### config.mk
export PLATFORM = sky130hd
export DESIGN_NAME = ia_packet_rx_flat
export DESIGN_NICKNAME = d
export VERILOG_FILES = /design/src/rtl/ia_packet_rx_if.sv /design/src/rtl/ia_packet_rx.sv /design/src/flat_wrapper.sv
export SDC_FILE = /design/constraint.sdc
export NUM_CORES = 1
export LEC_CHECK = 0
export ABC_AREA = 0
export CAP_MARGIN = 5
export CORE_MARGIN = 2
export CORE_UTILIZATION = 45
export DETAILED_ROUTE_END_ITERATION = 6
export PLACE_DENSITY = 0.7
export SLEW_MARGIN = 25
export SYNTH_ARGS = -nofsm -noshare
export SYNTH_HDL_FRONTEND = slang
export SYNTH_SLANG_ARGS = --single-unit
### constraint.sdc
create_clock -name clk -period 5.11 [get_ports clk]
set_input_delay 0.7665 -clock clk [delete_from_list [all_inputs] [get_ports clk]]
set_output_delay 0.7665 -clock clk [all_outputs]
set_load 0.05 [all_outputs]
### src/rtl/ia_packet_rx_if.sv
`default_nettype none
// ============================================================================
// Module   : ia_packet_rx_if
// Brief    : Byte-in / register-write-out bundle for the packet assembler.
// Revision : 1.0 - initial release
// ============================================================================
interface ia_packet_rx_if #(
   parameter int IDX_W = 6
);
   logic             byte_valid;
   logic [7:0]       byte_data;
   logic [7:0]       read_data;
   logic [IDX_W-1:0] idx;
   logic             update_reg;
   logic             pc_ready;
   logic             frame_err;
   logic             busy;

   modport master (
      output byte_valid, byte_data,
      input  read_data, idx, update_reg, pc_ready, frame_err, busy
   );

   modport slave (
      input  byte_valid, byte_data,
      output read_data, idx, update_reg, pc_ready, frame_err, busy
   );
endinterface
`default_nettype wire

### src/rtl/ia_packet_rx.sv
`default_nettype none
// ============================================================================
// Module   : ia_packet_rx
// Brief    : Sync-framed packet assembler feeding the register file.
//            Optional trailing XOR checksum enabled by macro IA_CHECKSUM_EN.
// Revision : 1.0 - initial release
// ============================================================================
module ia_packet_rx #(
   parameter int         NUM_BYTES      = 55,
   parameter int         IDX_W          = 6,
   parameter logic [7:0] SYNC_BYTE      = 8'hA5,
   parameter int         TIMEOUT_CYCLES = 50000,
   parameter int         TO_W           = 16
) (
   input  wire logic     clk,
   input  wire logic     reset_n,
   ia_packet_rx_if.slave bus
);
   localparam logic [1:0] S_IDLE = 2'd0;
   localparam logic [1:0] S_RECV = 2'd1;
   localparam logic [1:0] S_DONE = 2'd2;
`ifdef IA_CHECKSUM_EN
   localparam logic [1:0] S_CHK  = 2'd3;
`endif

   localparam logic [IDX_W-1:0] c_LAST_IDX = IDX_W'(NUM_BYTES - 1);
   localparam logic [TO_W-1:0]  c_TO_LAST  = TO_W'((TIMEOUT_CYCLES > 0) ? TIMEOUT_CYCLES - 1 : 0);
   localparam bit               c_TO_EN    = (TIMEOUT_CYCLES > 0);

   logic [1:0]       r_state, w_state_nxt;
   logic [IDX_W-1:0] r_count, w_count_nxt;
   logic [TO_W-1:0]  r_timer, w_timer_nxt;
   logic [7:0]       r_read_data, w_read_data_nxt;
   logic [IDX_W-1:0] r_idx, w_idx_nxt;
   logic             r_update_reg, w_update_nxt;
   logic             r_pc_ready, w_pc_nxt;
   logic             r_frame_err, w_fe_nxt;
   logic             w_busy;
   logic             w_timeout;
   logic             w_sync;
`ifdef IA_CHECKSUM_EN
   logic [7:0]       r_xsum, w_xsum_nxt;
`endif

   // State register and registered outputs
   always_ff @(posedge clk or negedge reset_n) begin
      if (!reset_n) begin
         r_state      <= S_IDLE;
         r_count      <= '0;
         r_timer      <= '0;
         r_read_data  <= '0;
         r_idx        <= '0;
         r_update_reg <= 1'b0;
         r_pc_ready   <= 1'b0;
         r_frame_err  <= 1'b0;
`ifdef IA_CHECKSUM_EN
         r_xsum       <= '0;
`endif
      end else begin
         r_state      <= w_state_nxt;
         r_count      <= w_count_nxt;
         r_timer      <= w_timer_nxt;
         r_read_data  <= w_read_data_nxt;
         r_idx        <= w_idx_nxt;
         r_update_reg <= w_update_nxt;
         r_pc_ready   <= w_pc_nxt;
         r_frame_err  <= w_fe_nxt;
`ifdef IA_CHECKSUM_EN
         r_xsum       <= w_xsum_nxt;
`endif
      end
   end

   // Next-state logic
   always_comb begin
      w_state_nxt = r_state;
      w_count_nxt = r_count;
      w_timer_nxt = r_timer;
      w_timeout   = c_TO_EN && (r_timer == c_TO_LAST);
      w_sync      = bus.byte_valid && (bus.byte_data == SYNC_BYTE);
`ifdef IA_CHECKSUM_EN
      w_xsum_nxt  = r_xsum;
`endif
      case (r_state)
         S_IDLE, S_DONE: begin
            // DONE lasts one cycle and evaluates incoming bytes like IDLE
            if (w_sync) begin
               w_state_nxt = S_RECV;
               w_count_nxt = '0;
               w_timer_nxt = '0;
`ifdef IA_CHECKSUM_EN
               w_xsum_nxt  = '0;
`endif
            end else begin
               w_state_nxt = S_IDLE;
            end
         end
         S_RECV: begin
            if (bus.byte_valid) begin
               w_timer_nxt = '0;
`ifdef IA_CHECKSUM_EN
               w_xsum_nxt  = r_xsum ^ bus.byte_data;
`endif
               if (r_count == c_LAST_IDX) begin
`ifdef IA_CHECKSUM_EN
                  w_state_nxt = S_CHK;
`else
                  w_state_nxt = S_DONE;
`endif
               end else begin
                  w_count_nxt = r_count + IDX_W'(1);
               end
            end else if (w_timeout) begin
               w_state_nxt = S_IDLE;
            end else if (c_TO_EN) begin
               w_timer_nxt = r_timer + TO_W'(1);
            end
         end
`ifdef IA_CHECKSUM_EN
         S_CHK: begin
            if (bus.byte_valid) begin
               w_timer_nxt = '0;
               w_state_nxt = (bus.byte_data == r_xsum) ? S_DONE : S_IDLE;
            end else if (w_timeout) begin
               w_state_nxt = S_IDLE;
            end else if (c_TO_EN) begin
               w_timer_nxt = r_timer + TO_W'(1);
            end
         end
`endif
         default: w_state_nxt = S_IDLE;
      endcase
   end

   // Output logic
   always_comb begin
      w_update_nxt    = (r_state == S_RECV) && bus.byte_valid;
      w_read_data_nxt = w_update_nxt ? bus.byte_data : r_read_data;
      w_idx_nxt       = w_update_nxt ? r_count : r_idx;
      w_pc_nxt        = (r_state == S_DONE);
      w_fe_nxt        = (r_state == S_RECV) && !bus.byte_valid && w_timeout;
      w_busy          = (r_state == S_RECV);
`ifdef IA_CHECKSUM_EN
      w_fe_nxt        = w_fe_nxt
                      || ((r_state == S_CHK) && !bus.byte_valid && w_timeout)
                      || ((r_state == S_CHK) && bus.byte_valid && (bus.byte_data != r_xsum));
      w_busy          = w_busy || (r_state == S_CHK);
`endif
   end

   assign bus.read_data  = r_read_data;
   assign bus.idx        = r_idx;
   assign bus.update_reg = r_update_reg;
   assign bus.pc_ready   = r_pc_ready;
   assign bus.frame_err  = r_frame_err;
   assign bus.busy       = w_busy;

endmodule
`default_nettype wire

### src/flat_wrapper.sv
// flat-port wrapper written by rule: the top's interface ports become plain ports
module ia_packet_rx_flat 
#(
   parameter int         NUM_BYTES      = 55,
   parameter int         IDX_W          = 6,
   parameter logic [7:0] SYNC_BYTE      = 8'hA5,
   parameter int         TIMEOUT_CYCLES = 50000,
   parameter int         TO_W           = 16
)
  (clk, reset_n, bus_byte_valid, bus_byte_data, bus_read_data, bus_idx, bus_update_reg, bus_pc_ready, bus_frame_err, bus_busy);
  ia_packet_rx_if #(.IDX_W(IDX_W)) bus_i ();
  input  wire logic clk;
  input  wire logic reset_n;
  input wire logic [$bits(bus_i.byte_valid)-1:0] bus_byte_valid;
  input wire logic [$bits(bus_i.byte_data)-1:0] bus_byte_data;
  output wire logic [$bits(bus_i.read_data)-1:0] bus_read_data;
  output wire logic [$bits(bus_i.idx)-1:0] bus_idx;
  output wire logic [$bits(bus_i.update_reg)-1:0] bus_update_reg;
  output wire logic [$bits(bus_i.pc_ready)-1:0] bus_pc_ready;
  output wire logic [$bits(bus_i.frame_err)-1:0] bus_frame_err;
  output wire logic [$bits(bus_i.busy)-1:0] bus_busy;
  assign bus_i.byte_valid = bus_byte_valid;
  assign bus_i.byte_data = bus_byte_data;
  assign bus_read_data = bus_i.read_data;
  assign bus_idx = bus_i.idx;
  assign bus_update_reg = bus_i.update_reg;
  assign bus_pc_ready = bus_i.pc_ready;
  assign bus_frame_err = bus_i.frame_err;
  assign bus_busy = bus_i.busy;
  ia_packet_rx #(.NUM_BYTES(NUM_BYTES), .IDX_W(IDX_W), .SYNC_BYTE(SYNC_BYTE), .TIMEOUT_CYCLES(TIMEOUT_CYCLES), .TO_W(TO_W)) u_core (.clk(clk), .reset_n(reset_n), .bus(bus_i));
endmodule
---- Word-level counts from Yosys, hierarchy flattened ----
Index checks and enable logic that the tools add are counted.
word-level totals
  register bits after elaboration ......... 41
  output and inout port bits .............. 18
operators by class
  add/sub/neg operators ................... 2
  eq/ne operators ......................... 11
  muxes and demuxes ....................... 13
  reductions and logical operators ........ 11
operators by type and width
  kind                                                                      count
  16-bit 2-to-1 mux                                                         3
  16-bit case mux with 2 select lines                                       1
  6-bit 2-to-1 mux                                                          3
  16-bit by 1-bit adder with 16-bit output (second input constant)          1
  16-bit == test (second input constant)                                    1
  6-bit case mux with 2 select lines                                        1
  8-bit == test (second input constant)                                     1
  6-bit by 1-bit adder with 6-bit output (second input constant)            1
  6-bit == test (second input constant)                                     1
  2-bit 2-to-1 mux                                                          3
  3-bit by 2-bit inequality test with 1-bit output (second input constant)  2
  1-bit logical AND                                                         4
  2-bit inequality test (second input constant)                             2
  2-bit case mux with 2 select lines                                        1
  4-bit AND reduction                                                       1
  3-bit inequality test (second input constant)                             1
  3-bit AND reduction                                                       1
  2-bit by 1-bit == test with 1-bit output (second input constant)          1
  2-bit == test (second input constant)                                     1
  2-bit logical NOT                                                         1
  2-bit by 1-bit inequality test with 1-bit output (second input constant)  1
  2-bit AND reduction                                                       1
  2-bit nonzero test                                                        1
  2-bit OR reduction                                                        1
  other kinds (2)                                                           2

---- Logic depth before layout (Yosys ltp) ----
Gate-level depths: netlist (run 1).
  word-level depth ........................ 4
  gate-level depth with buffers ........... 7
  depth with buffers taken out ............ 7

---- Least setup slack after synthesis (run 1) ----
OpenSTA, ideal clock, no wires.
  kind .................................... input port to flip-flop
  start ................................... input bus_byte_data[4]
  end ..................................... register u_core.r_timer[8]
  arrival ................................. 1.745 ns
  data required time ...................... 4.975 ns
  setup slack ............................. 3.230 ns
  stages on the path ...................... 5
  buffers on the path ..................... 1
  cell sequence ........................... and4bb_2 nand4b_2 a2bb2oi_4 buf_6 a31oi_4
on the way
  word-level cells in the longest chain between the ends .. 4
ends and longest elaborated chain
  element                                                     RTL line            source
  start, declared                                             flat_wrapper.sv:15  input wire logic [$bits(bus_i.byte_data)-1:0] bus_byte_data;
  8-bit == test                                               ia_packet_rx.sv:80  w_sync = bus.byte_valid && (bus.byte_data == SYNC_BYTE);
  1-bit logical AND                                           ia_packet_rx.sv:80
  2-bit by 1-bit inequality test with 1-bit output (no line)  n/a
  3-bit AND reduction (no line)                               n/a
  end signal, assigned                                        ia_packet_rx.sv:62  r_timer <= w_timer_nxt;
  end, declared                                               ia_packet_rx.sv:32  logic [TO_W-1:0] r_timer, w_timer_nxt;
Every way passes these cells.
A chain may end at the register's enable or synchronous reset.

---- Worst setup path in the final report (run 1) ----
  start ................................... register u_core.r_state[1]
  end ..................................... output bus_busy
on the way
  word-level cells in the longest chain between the ends .. 1
ends and longest elaborated chain
  element                                   RTL line             source
  start, declared                           ia_packet_rx.sv:30   logic [1:0] r_state, w_state_nxt;
  start signal, assigned                    ia_packet_rx.sv:60   r_state <= w_state_nxt;
  2-bit by 1-bit == test with 1-bit output  ia_packet_rx.sv:142  w_busy = (r_state == S_RECV);
  end, declared                             flat_wrapper.sv:21   output wire logic [$bits(bus_i.busy)-1:0] bus_busy;
Every way passes these cells.

==> results of run 1 <==
==> synthesized netlist by cell type (all sizes together) (2+ instances only) <==
master / count / area (sq um)
dfrtp: 41 / 1026
a41oi: 2 / 17.52
nand2: 51 / 191.4
and3: 2 / 12.51
nor2: 6 / 22.52
nand4: 12 / 90.09
nand3: 9 / 45.04
nor3: 3 / 15.01
o21ai: 11 / 70.06
nand4b: 2 / 23.77
or4: 3 / 22.52
a31oi: 7 / 58.81
a21oi: 7 / 42.54
mux2i: 2 / 20.02
and4bb: 4 / 50.04
o31a: 2 / 17.52
and2: 2 / 12.51
o211ai: 6 / 65.06
and4: 4 / 35.03
nand2b: 2 / 15.02
inv: 14 / 52.55
nor4: 3 / 18.77
o2111ai: 2 / 17.52
o2bb2ai: 2 / 17.52
clkbuf: 3 / 11.26
ha: 3 / 37.54
buf: 5 / 31.28
o221ai: 3 / 26.28
==> per-layer routing <==
metal	GRT usage (%)	routed length (um)	part of all wire, %
met5	0	0	0
met3	3.867	117	2.7
met4	6.584	70	1.6
met1	26.37	2146	49
met2	27.43	2080	47
==> power by group through the flow <==
| stage | registers, uW | logic, uW | clock network (uW) |
|---|---|---|---|
| final | 439 | 386 | 310 |
| after global routing | 449 | 418 | 328 |
| after CTS | 439 | 390 | 315 |
| after detailed placement | 445 | 388 | 0 |
| after global placement | 443 | 384 | 0 |
| after floorplan | 589 | 109 | 0 |
==> kinds of logic (layout without fill, tap and decap cells) <==
kind of cell	Yosys count	after routing	synth area share [%]
and+or+nand+nor	106	106	27.66
AOI/OAI and AO/OA	44	44	17.07
DFF	41	41	47.76
buffers and inverters	22	51	4.426
adders and majority gates	3	3	1.747
muxes	2	2	0.9319
xor gates and xnor gates	1	1	0.4078
==> metrics by stage <==
stage	setup WS (ns)	hold WS, ns
4_1_cts	2.497	0.4677
3_3_place_gp	2.413	0.4565
3_5_place_dp	2.394	0.4563
5_1_grt	2.447	0.4822
2_1_floorplan	3.230	0.4380
6_report	2.510	0.4326
==> area by class of cell <==
class,count,area (sq um),area share [%]
multi-input cells,156,1027,39.62
flip-flops and latches,41,1026,39.58
repair buffers,29,285.3,11.00
clock buffers,5,68.82,2.654
well taps,54,67.56,2.606
clock inverters,3,65.06,2.510
inverters,14,52.55,2.027
==> critical path, delay by kind of cell (launching register included) <==
kind,cells,cell delay [ns]
AND/OR/NAND/NOR,1,0.25
flip-flops,1,0.37
buffers and inverters,2,0.91
==> worst paths after layout <==
kind,end,slack (ns),from,depth (start not counted)
hold reg to reg,u_core.bus.pc_ready$_DFF_PN0_,0.47,u_core.r_state[0]$_DFFE_PN0P_,1
setup reg to reg,u_core.r_count[1]$_DFFE_PN0P_,2.96,u_core.r_state[1]$_DFFE_PN0P_,7
setup / recovery,bus_busy,2.51,u_core.r_state[1]$_DFFE_PN0P_,3
min in group clk,u_core.bus.pc_ready$_DFF_PN0_,0.47,u_core.r_state[0]$_DFFE_PN0P_,1
max in group asynchronous,u_core.r_timer[6]$_DFFE_PN0P_,4.31,reset_n,1
hold / removal,u_core.r_timer[2]$_DFFE_PN0P_,0.43,reset_n,1
==> reports/summary.txt, run 1 <==
Cts hold-fix bufs - 0
Static Leak - 0.001139 uW
Status - completed
Overall Power - 1135 uW
Maximum VDD drop - 0.0001971 V
Max-Cap Viols - 0
CP max stage cell - clkdlybuf4s50_1
First-pass GRT wire length - 7638 um
CP peak stage delay - 0.81 ns
Power per cell area - 437.7 nW/um^2
Initial Utilization - 46.09%
Seq pwr share - 38.7%
Slew Limit Fails - 0
Endpoint class of the critical path - primary output
Int Power - 707.0 uW
H-tree levels - 2
Final TNS setup - 0 ns
Tmin final - 2.600 ns
CP Launch Type - flip-flop
Commonest non-fill, non-tap cells in the layout - nand2_1, dfrtp_1, clkdlybuf4s50_1, inv_1, nand4_1
Slew @ Worst Pin - 0.6245 ns
1st-pass router iterations - 4
Gate power share - 34.0%
Sw frac - 37.70%
CP max FO - 6
RSZ-0062 raised after global routing - no
Fin. Hold Viols - 0
Total GRT Usage - 18.39%
Headroom to the max-slew limit - 58.22%
Bufs on Longest Clock Path - 2
Routed Wire Length - 4415 um
Non-filler cells, final - 302
HPWL Detailed - 3001 um
Clock Skew - 0.006764 ns
Remaining global-route overflow - 0
WP data required - 4.34 ns
CP cell instances - nand2b_2, inv_2, clkdlybuf4s50_1
DIE HEIGHT - 73.10 um
Commonest non-fill, non-tap cell in the layout - nand2_1
Post-synth EDFFs - 0
Synthesized flop and latch total - 41
CTS resizes - 0
# setup viols final - 0
Clock sink total - 41
Vias per cell - 5.745
Distinct cells, synth - 44
Gate Count Post-Synth - 219
Max reg flops - 16
Layout net count - 261
Setup CP Type - reg -> out
Mean Syn Cell Area - 9.810 sq um
Standard-cell rows - 25
Drt first-iter violations - 154
DP Area - 2456 sq um
CTS clock-pin slew for the worst setup and hold paths - 0.08 ns
Mapped Area - 2148 sq um
Post-CTS Setup Inserts - 0
Syn nets - 233
Root Buffer - clkbuf_8
Routability Congestion - 0.8513
Core Box Area - 4661 sq um
Clock power frac - 27.3%
Register area share after synthesis - 47.76%
Ys flop type - dfrtp_1
Design area - 2592 sq um
Vias in the first global route - 1627
Die W - 73.10 um
PortBufs - 28
Synth async-reset ratio - 100.0%
Crit path DAT - 1.83 ns
Initial antenna violation count - 0
Synthesis Warnings - 0
NetSw - 427.8 uW
Antenna violation net count after detailed routing - 0
Number of diodes - 0
HP Class - in -> async
DRC Markers - 0
Utilization after layout - 55.62%
Reg with most FFs - u_core.r_timer
Placed cell count - 294
CTS Buf Count - 5
Layout cell share with drive strength beyond 1 - 12.10%
IO Count - 29
Clock latency on the worst-skew pair - 0.30 ns
Area Growth Syn to Fin - 20.68%
Area of the die - 5343 sq um
Max Clock Freq - 0.3845 GHz
Routed vias - 1735
WL per Instance - 14.62 um
Final worst path period share - 50.89%
CTS tree - built
Fillcell total - 427
Largest net degree at the start of global routing - 42
No activity file was read; power rests on OpenSTA's default activity.
==> run 2: changes to the inputs <==
--- a/config.mk
+++ b/config.mk
@@ -10,7 +10,7 @@
 export CORE_MARGIN = 2
 export CORE_UTILIZATION = 45
 export DETAILED_ROUTE_END_ITERATION = 6
-export PLACE_DENSITY = 0.7
+export PLACE_DENSITY = 0.73
 export SLEW_MARGIN = 25
 export SYNTH_ARGS = -nofsm -noshare
 export SYNTH_HDL_FRONTEND = slang
==> constraint.sdc (replaced) <==
create_clock -name clk -period 2.27 [get_ports clk]
set_input_delay 0.3405 -clock clk [delete_from_list [all_inputs] [get_ports clk]]
set_output_delay 0.3405 -clock clk [all_outputs]
set_load 0.05 [all_outputs]
==> reports/summary.txt, run 2 (synthesized netlist as in run 1, its figures left out) <==
CTS Buf Count - 5 (unchanged)
Pre-CTS setup slack - 0.1109 ns (-2.283 ns)
CTS tree - built
Total GRT Usage - 17.52% (-0.88 points)
Max Clock Freq - 0.4605 GHz
Power per cell area - 945.5 nW/um^2 (+120%)
CTS clock-pin slew for the worst setup and hold paths - 0.08 ns (about the same)
Final TNS setup - 0 ns (unchanged)
Endpoint class of the critical path - primary output
DRC Markers - 0 (unchanged)
Die W - 73.10 um (unchanged)
Slew Limit Fails - 0 (unchanged)
Reg with most FFs - u_core.r_timer
Setup ws final - 0.09848 ns (-2.411 ns)
Tmin final - 2.172 ns
DIE HEIGHT - 73.10 um (unchanged)
Routability Congestion - 0.8402 (-1.3%)
Max reg flops - 16 (unchanged)
Routed Wire Length - 4479 um (+1.4%)
Initial antenna violation count - 0 (unchanged)
WP data required - 1.93 ns (-2.41 ns)
RSZ-0062 raised after global routing - no
Crit path DAT - 1.83 ns (about the same)
Antenna violation net count after detailed routing - 0 (unchanged)
Clock Skew - 0.009099 ns (+0.002335 ns)
Fin. Hold Viols - 0 (unchanged)
HPWL Detailed - 2973 um (-0.94%)
Status - completed
Area of the die - 5343 sq um (unchanged)
Standard-cell rows - 25 (unchanged)
Layout net count - 266 (+1.9%)
CTS resizes - 0 (unchanged)
Fillcell total - 422 (-1.2%)
Commonest non-fill, non-tap cells in the layout - nand2_1, dfrtp_1, clkdlybuf4s50_1, inv_1, nand4_1
Utilization after layout - 56.08% (+0.46 points)
First-pass GRT wire length - 7417 um (-2.9%)
Root Buffer - clkbuf_8
Bufs on Longest Clock Path - 2 (unchanged)
Routed vias - 1737 (+0.12%)
Commonest non-fill, non-tap cell in the layout - nand2_1
CP peak stage delay - 0.80 ns (about the same)
Largest net degree at the start of global routing - 42 (unchanged)
HP Class - in -> async
Layout cell share with drive strength beyond 1 - 13.83% (+1.7 points)
Remaining global-route overflow - 0 (unchanged)
CP max stage cell - clkdlybuf4s50_1
Headroom to the max-slew limit - 57.57% (-0.65 points)
Vias per cell - 5.658 (-1.5%)
1st-pass router iterations - 5 (+1)
CP max FO - 6 (unchanged)
Clock latency on the worst-skew pair - 0.29 ns (about the same)
Clock sink total - 41 (unchanged)
Vias in the first global route - 1576 (-3.1%)
Delay-heaviest family, CP - buffers and inverters
Drt first-iter violations - 164 (+6.5%)
H-tree levels - 2 (unchanged)
Setup CP Type - reg -> out
Post-CTS Setup Inserts - 0 (unchanged)
Maximum VDD drop - 0.0004866 V (+150%)
Max-Cap Viols - 0 (unchanged)
# setup viols final - 0 (unchanged)
CP Launch Type - flip-flop
WL per Instance - 14.59 um (-0.20%)
PortBufs - 28 (unchanged)
Slew @ Worst Pin - 0.6342 ns (+0.009708 ns)
CP cell instances - nand2b_2, inv_2, clkdlybuf4s50_1
Initial Utilization - 46.09% (unchanged)
Area Growth Syn to Fin - 21.67%
Cts hold-fix bufs - 0 (unchanged)
Number of diodes - 0 (unchanged)
IO Count - 29 (unchanged)
Core Box Area - 4661 sq um (unchanged)
Final worst path period share - 95.66%
CP Buf/Inv Count - 2 (unchanged)
Static Leak - 0.001151 uW (+1.1%)
-- run 2: metrics by stage --
| stage | instances | hold slack, ns | power (uW) | cell area [sq um] |
|---|---|---|---|---|
| final | 307 | 0.09860 | 2471 | 2614 |
| after global routing | 307 | 0.1406 | 2592 | 2614 |
| after CTS | 307 | 0.1187 | 2495 | 2614 |
| after detailed placement | 299 | 0.4391 | 1872 | 2494 |
| after global placement | 299 | 0.4381 | 1860 | 2494 |
| after floorplan | 219 | 0.04491 | 1573 | 2148 |
-- run 2: power breakdown --
group	internal, uW	switching, uW	leakage, uW
registers	873	112	0.000555
clock network	357	250	0.0000574
logic	287	593	0.000539
-- run 2: area by class of cell --
| class | instances | area, sq um | share of cell area (%) |
|---|---|---|---|
| Inverter | 14 | 52.55 | 2.011 |
| Clock inverter | 2 | 37.54 | 1.436 |
| Timing Repair Buffer | 34 | 320.3 | 12.25 |
| Sequential cell | 41 | 1026 | 39.25 |
| Multi-Input combinational cell | 156 | 1027 | 39.30 |
| Clock buffer | 6 | 82.58 | 3.159 |
| Tap cell | 54 | 67.56 | 2.585 |
-- run 2: final timing paths --
check	startpoint	end	slack, ns	cells past startpoint
setup / recovery	u_core.r_state[1]$_DFFE_PN0P_	bus_busy	0.1	3
hold / removal	reset_n	u_core.bus.idx[3]$_DFFE_PN0N_	0.1	2
setup reg to reg	u_core.r_timer[0]$_DFFE_PN0P_	u_core.r_timer[6]$_DFFE_PN0P_	0.22	5
hold reg to reg	u_core.bus.read_data[2]$_DFFE_PN0N_	u_core.bus.read_data[2]$_DFFE_PN0N_	0.48	2
max in group asynchronous	reset_n	u_core.bus.read_data[1]$_DFFE_PN0N_	1.82	2
min in group clk	u_core.bus.read_data[2]$_DFFE_PN0N_	u_core.bus.read_data[2]$_DFFE_PN0N_	0.48	2
-- run 2: per-layer routing --
| layer | vias to the layer above | global-route usage (%) | routed length (um) |
|---|---|---|---|
| met5 | - | 0 | 0 |
| li1 | 867 | - | - |
| met3 | 2 | 3.729 | 151 |
| met4 | 0 | 3.909 | 24 |
| met2 | 30 | 26.83 | 2102 |
| met1 | 838 | 25.51 | 2200 |
==> run 3: changes to the inputs <==
--- a/config.mk
+++ b/config.mk
@@ -8,9 +8,9 @@
 export ABC_AREA = 0
 export CAP_MARGIN = 5
 export CORE_MARGIN = 2
-export CORE_UTILIZATION = 45
+export CORE_UTILIZATION = 49
 export DETAILED_ROUTE_END_ITERATION = 6
-export PLACE_DENSITY = 0.73
+export PLACE_DENSITY = 0.78
 export SLEW_MARGIN = 25
 export SYNTH_ARGS = -nofsm -noshare
 export SYNTH_HDL_FRONTEND = slang
==> reports/summary.txt, run 3 (synthesized netlist as in run 1, its figures left out) <==
Status - completed
Layout net count - 266 (unchanged)
Sw frac - 38.48% (-0.14 points)
1st-pass router iterations - 4 (-1)
Int Power - 1518 uW (about the same)
Post-CTS Setup Inserts - 0 (unchanged)
Crit path DAT - 1.81 ns (-0.02 ns)
Bufs on Longest Clock Path - 2 (unchanged)
Die W - 70.22 um (-3.9%)
Tmin final - 2.154 ns (-0.01800 ns)
Sequential cell area - 1026 sq um (unchanged)
Initial antenna violation count - 0 (unchanged)
Vias in the first global route - 1734 (+10%)
Fin. Hold Viols - 0 (unchanged)
Commonest non-fill, non-tap cells in the layout - nand2_1, dfrtp_1, clkdlybuf4s50_1, inv_1, nand4_1
Initial Utilization - 50.03% (+3.9 points)
Gate power share - 35.8% (+0.2 points)
Drt first-iter violations - 103 (-37%)
Power per cell area - 946.4 nW/um^2 (about the same)
CTS resizes - 0 (unchanged)
CTS clock-pin slew for the worst setup and hold paths - 0.08 ns (about the same)
NetSw - 949.5 uW (-0.51%)
CP max FO - 6 (unchanged)
DRC Markers - 0 (unchanged)
Routed vias - 1803 (+3.8%)
Max reg flops - 16 (unchanged)
Setup CP Type - reg -> out
Grt met2 use - 32.70% (+5.9 points)
Area of the multi-input gates - 1027 sq um (unchanged)
Routed Wire Length - 4624 um (+3.2%)
PortBufs - 28 (unchanged)
DIE HEIGHT - 70.22 um (-3.9%)
Core Box Area - 4294 sq um (-7.9%)
Antenna violation net count after detailed routing - 0 (unchanged)
Utilization after layout - 60.72% (+4.6 points)
WP data required - 1.93 ns (about the same)
Maximum VDD drop - 0.0005257 V (+8.0%)
Area of the die - 4930 sq um (-7.7%)
Root Buffer - clkbuf_8
Area Growth Syn to Fin - 21.37%
Routability Congestion - 0.8103 (-3.6%)
Final TNS setup - 0 ns (unchanged)
Largest net degree at the start of global routing - 23 (-45%)
IO Count - 29 (unchanged)
First-pass GRT wire length - 8093 um (+9.1%)
Worst Setup SP - u_core.r_state[1]$_DFFE_PN0P_
HPWL Detailed - 3229 um (+8.6%)
H-tree levels - 2 (unchanged)
CTS tree - built
Max Clock Freq - 0.4644 GHz (+0.84%)
RSZ-0062 raised after global routing - no
Fillcell total - 385 (-8.8%)
Static Leak - 0.001152 uW (about the same)
Reg2reg start - u_core.r_timer[0]$_DFFE_PN0P_
Commonest non-fill, non-tap cell in the layout - nand2_1
Gr busiest metal - met2
Met3 usage - 2.597% (-1.1 points)
# setup viols final - 0 (unchanged)
Clock Skew - 0.004815 ns (-0.004285 ns)
Clock latency on the worst-skew pair - 0.28 ns (about the same)
HP Class - in -> async
Standard-cell rows - 24 (-4.0%)
Endpoint class of the critical path - primary output
Layout cell share with drive strength beyond 1 - 13.44% (-0.40 points)
Clock sink total - 41 (unchanged)
Remaining global-route overflow - 0 (unchanged)
Max-Cap Viols - 0 (unchanged)
WL per Instance - 15.16 um (+3.9%)
Met1 GRT Util - 28.84% (+3.3 points)
Slew Limit Fails - 0 (unchanged)
Headroom to the max-slew limit - 56.94% (-0.63 points)
Clock power frac - 24.3% (-0.3 points)
CTS Buf Count - 5 (unchanged)
Cts hold-fix bufs - 0 (unchanged)
Slew @ Worst Pin - 0.6437 ns (+0.009486 ns)
Number of diodes - 0 (unchanged)
CP Launch Type - flip-flop
Vias per cell - 5.911 (+4.5%)
Reg with most FFs - u_core.r_timer
Final worst path period share - 94.87% (-0.79 points)
Seq pwr share - 39.9% (about the same)
Total GRT Usage - 20.26% (+2.7 points)
==> run 3: cell count changes in the layout (fill, tap and decap cells not counted), sizes merged <==
cell and delta:
clkinvlp -1, clkbuf +1
==> run 3: critical path, cell delays in order, from the launching register on <==
cell and delay, ns:
dfrtp_1 0.38, nand2b_2 0.25, inv_2 0.10, clkdlybuf4s50_1 0.79
==> run 3: final cells by class <==
type | instances | area share [%]
Tap cell | 52 | 2.495
Sequential cell | 41 | 39.35
Multi-Input combinational cell | 156 | 39.40
Clock inverter | 1 | 1.152
Clock buffer | 7 | 3.311
Timing Repair Buffer | 34 | 12.28
Inverter | 14 | 2.015
==> run 3: path summary, 6_finish.rpt <==
kind / endpoint / slack (ns) / depth (start not counted)
worst max-delay path: bus_busy / 0.12 / 3
max in group asynchronous: u_core.r_count[2]$_DFFE_PN0P_ / 1.60 / 2
worst max register to register: u_core.r_timer[10]$_DFFE_PN0P_ / 0.29 / 5
worst min register to register: u_core.bus.read_data[7]$_DFFE_PN0N_ / 0.47 / 2
worst min-delay path: u_core.r_timer[9]$_DFFE_PN0P_ / 0.02 / 1
min in group clk: u_core.bus.read_data[7]$_DFFE_PN0N_ / 0.47 / 2
==> run 3: metrics by stage <==
step / cells / power [uW] / area (sq um) / hold WS (ns) / setup slack, ns
6_report: 305 / 2468 / 2608 / 0.01697 / 0.1165
5_1_grt: 305 / 2598 / 2608 / 0.04275 / 0.04569
3_3_place_gp: 297 / 1864 / 2491 / 0.3471 / 0.08512
4_1_cts: 305 / 2490 / 2608 / 0.02887 / 0.1125
3_5_place_dp: 297 / 1886 / 2491 / 0.3481 / 0.01575
2_1_floorplan: 219 / 1573 / 2148 / 0.04491 / 0.5714
==> run 3: metal layers <==
| metal | up-vias | wire length [um] |
|---|---|---|
| met5 | - | 0 |
| met4 | 0 | 46 |
| met3 | 5 | 198 |
| met2 | 53 | 2235 |
| met1 | 873 | 2143 |
| li1 | 872 | - |
==> run 3: power groups by stage <==
| stage | clock [uW] | sequential [uW] | combinational, uW |
|---|---|---|---|
| global placement | 0 | 994 | 870 |
| detailed placement | 0 | 999 | 886 |
| finish | 600 | 984 | 884 |
| CTS | 614 | 985 | 891 |
| global route | 643 | 1010 | 948 |
| floorplan | 0 | 1330 | 246 |
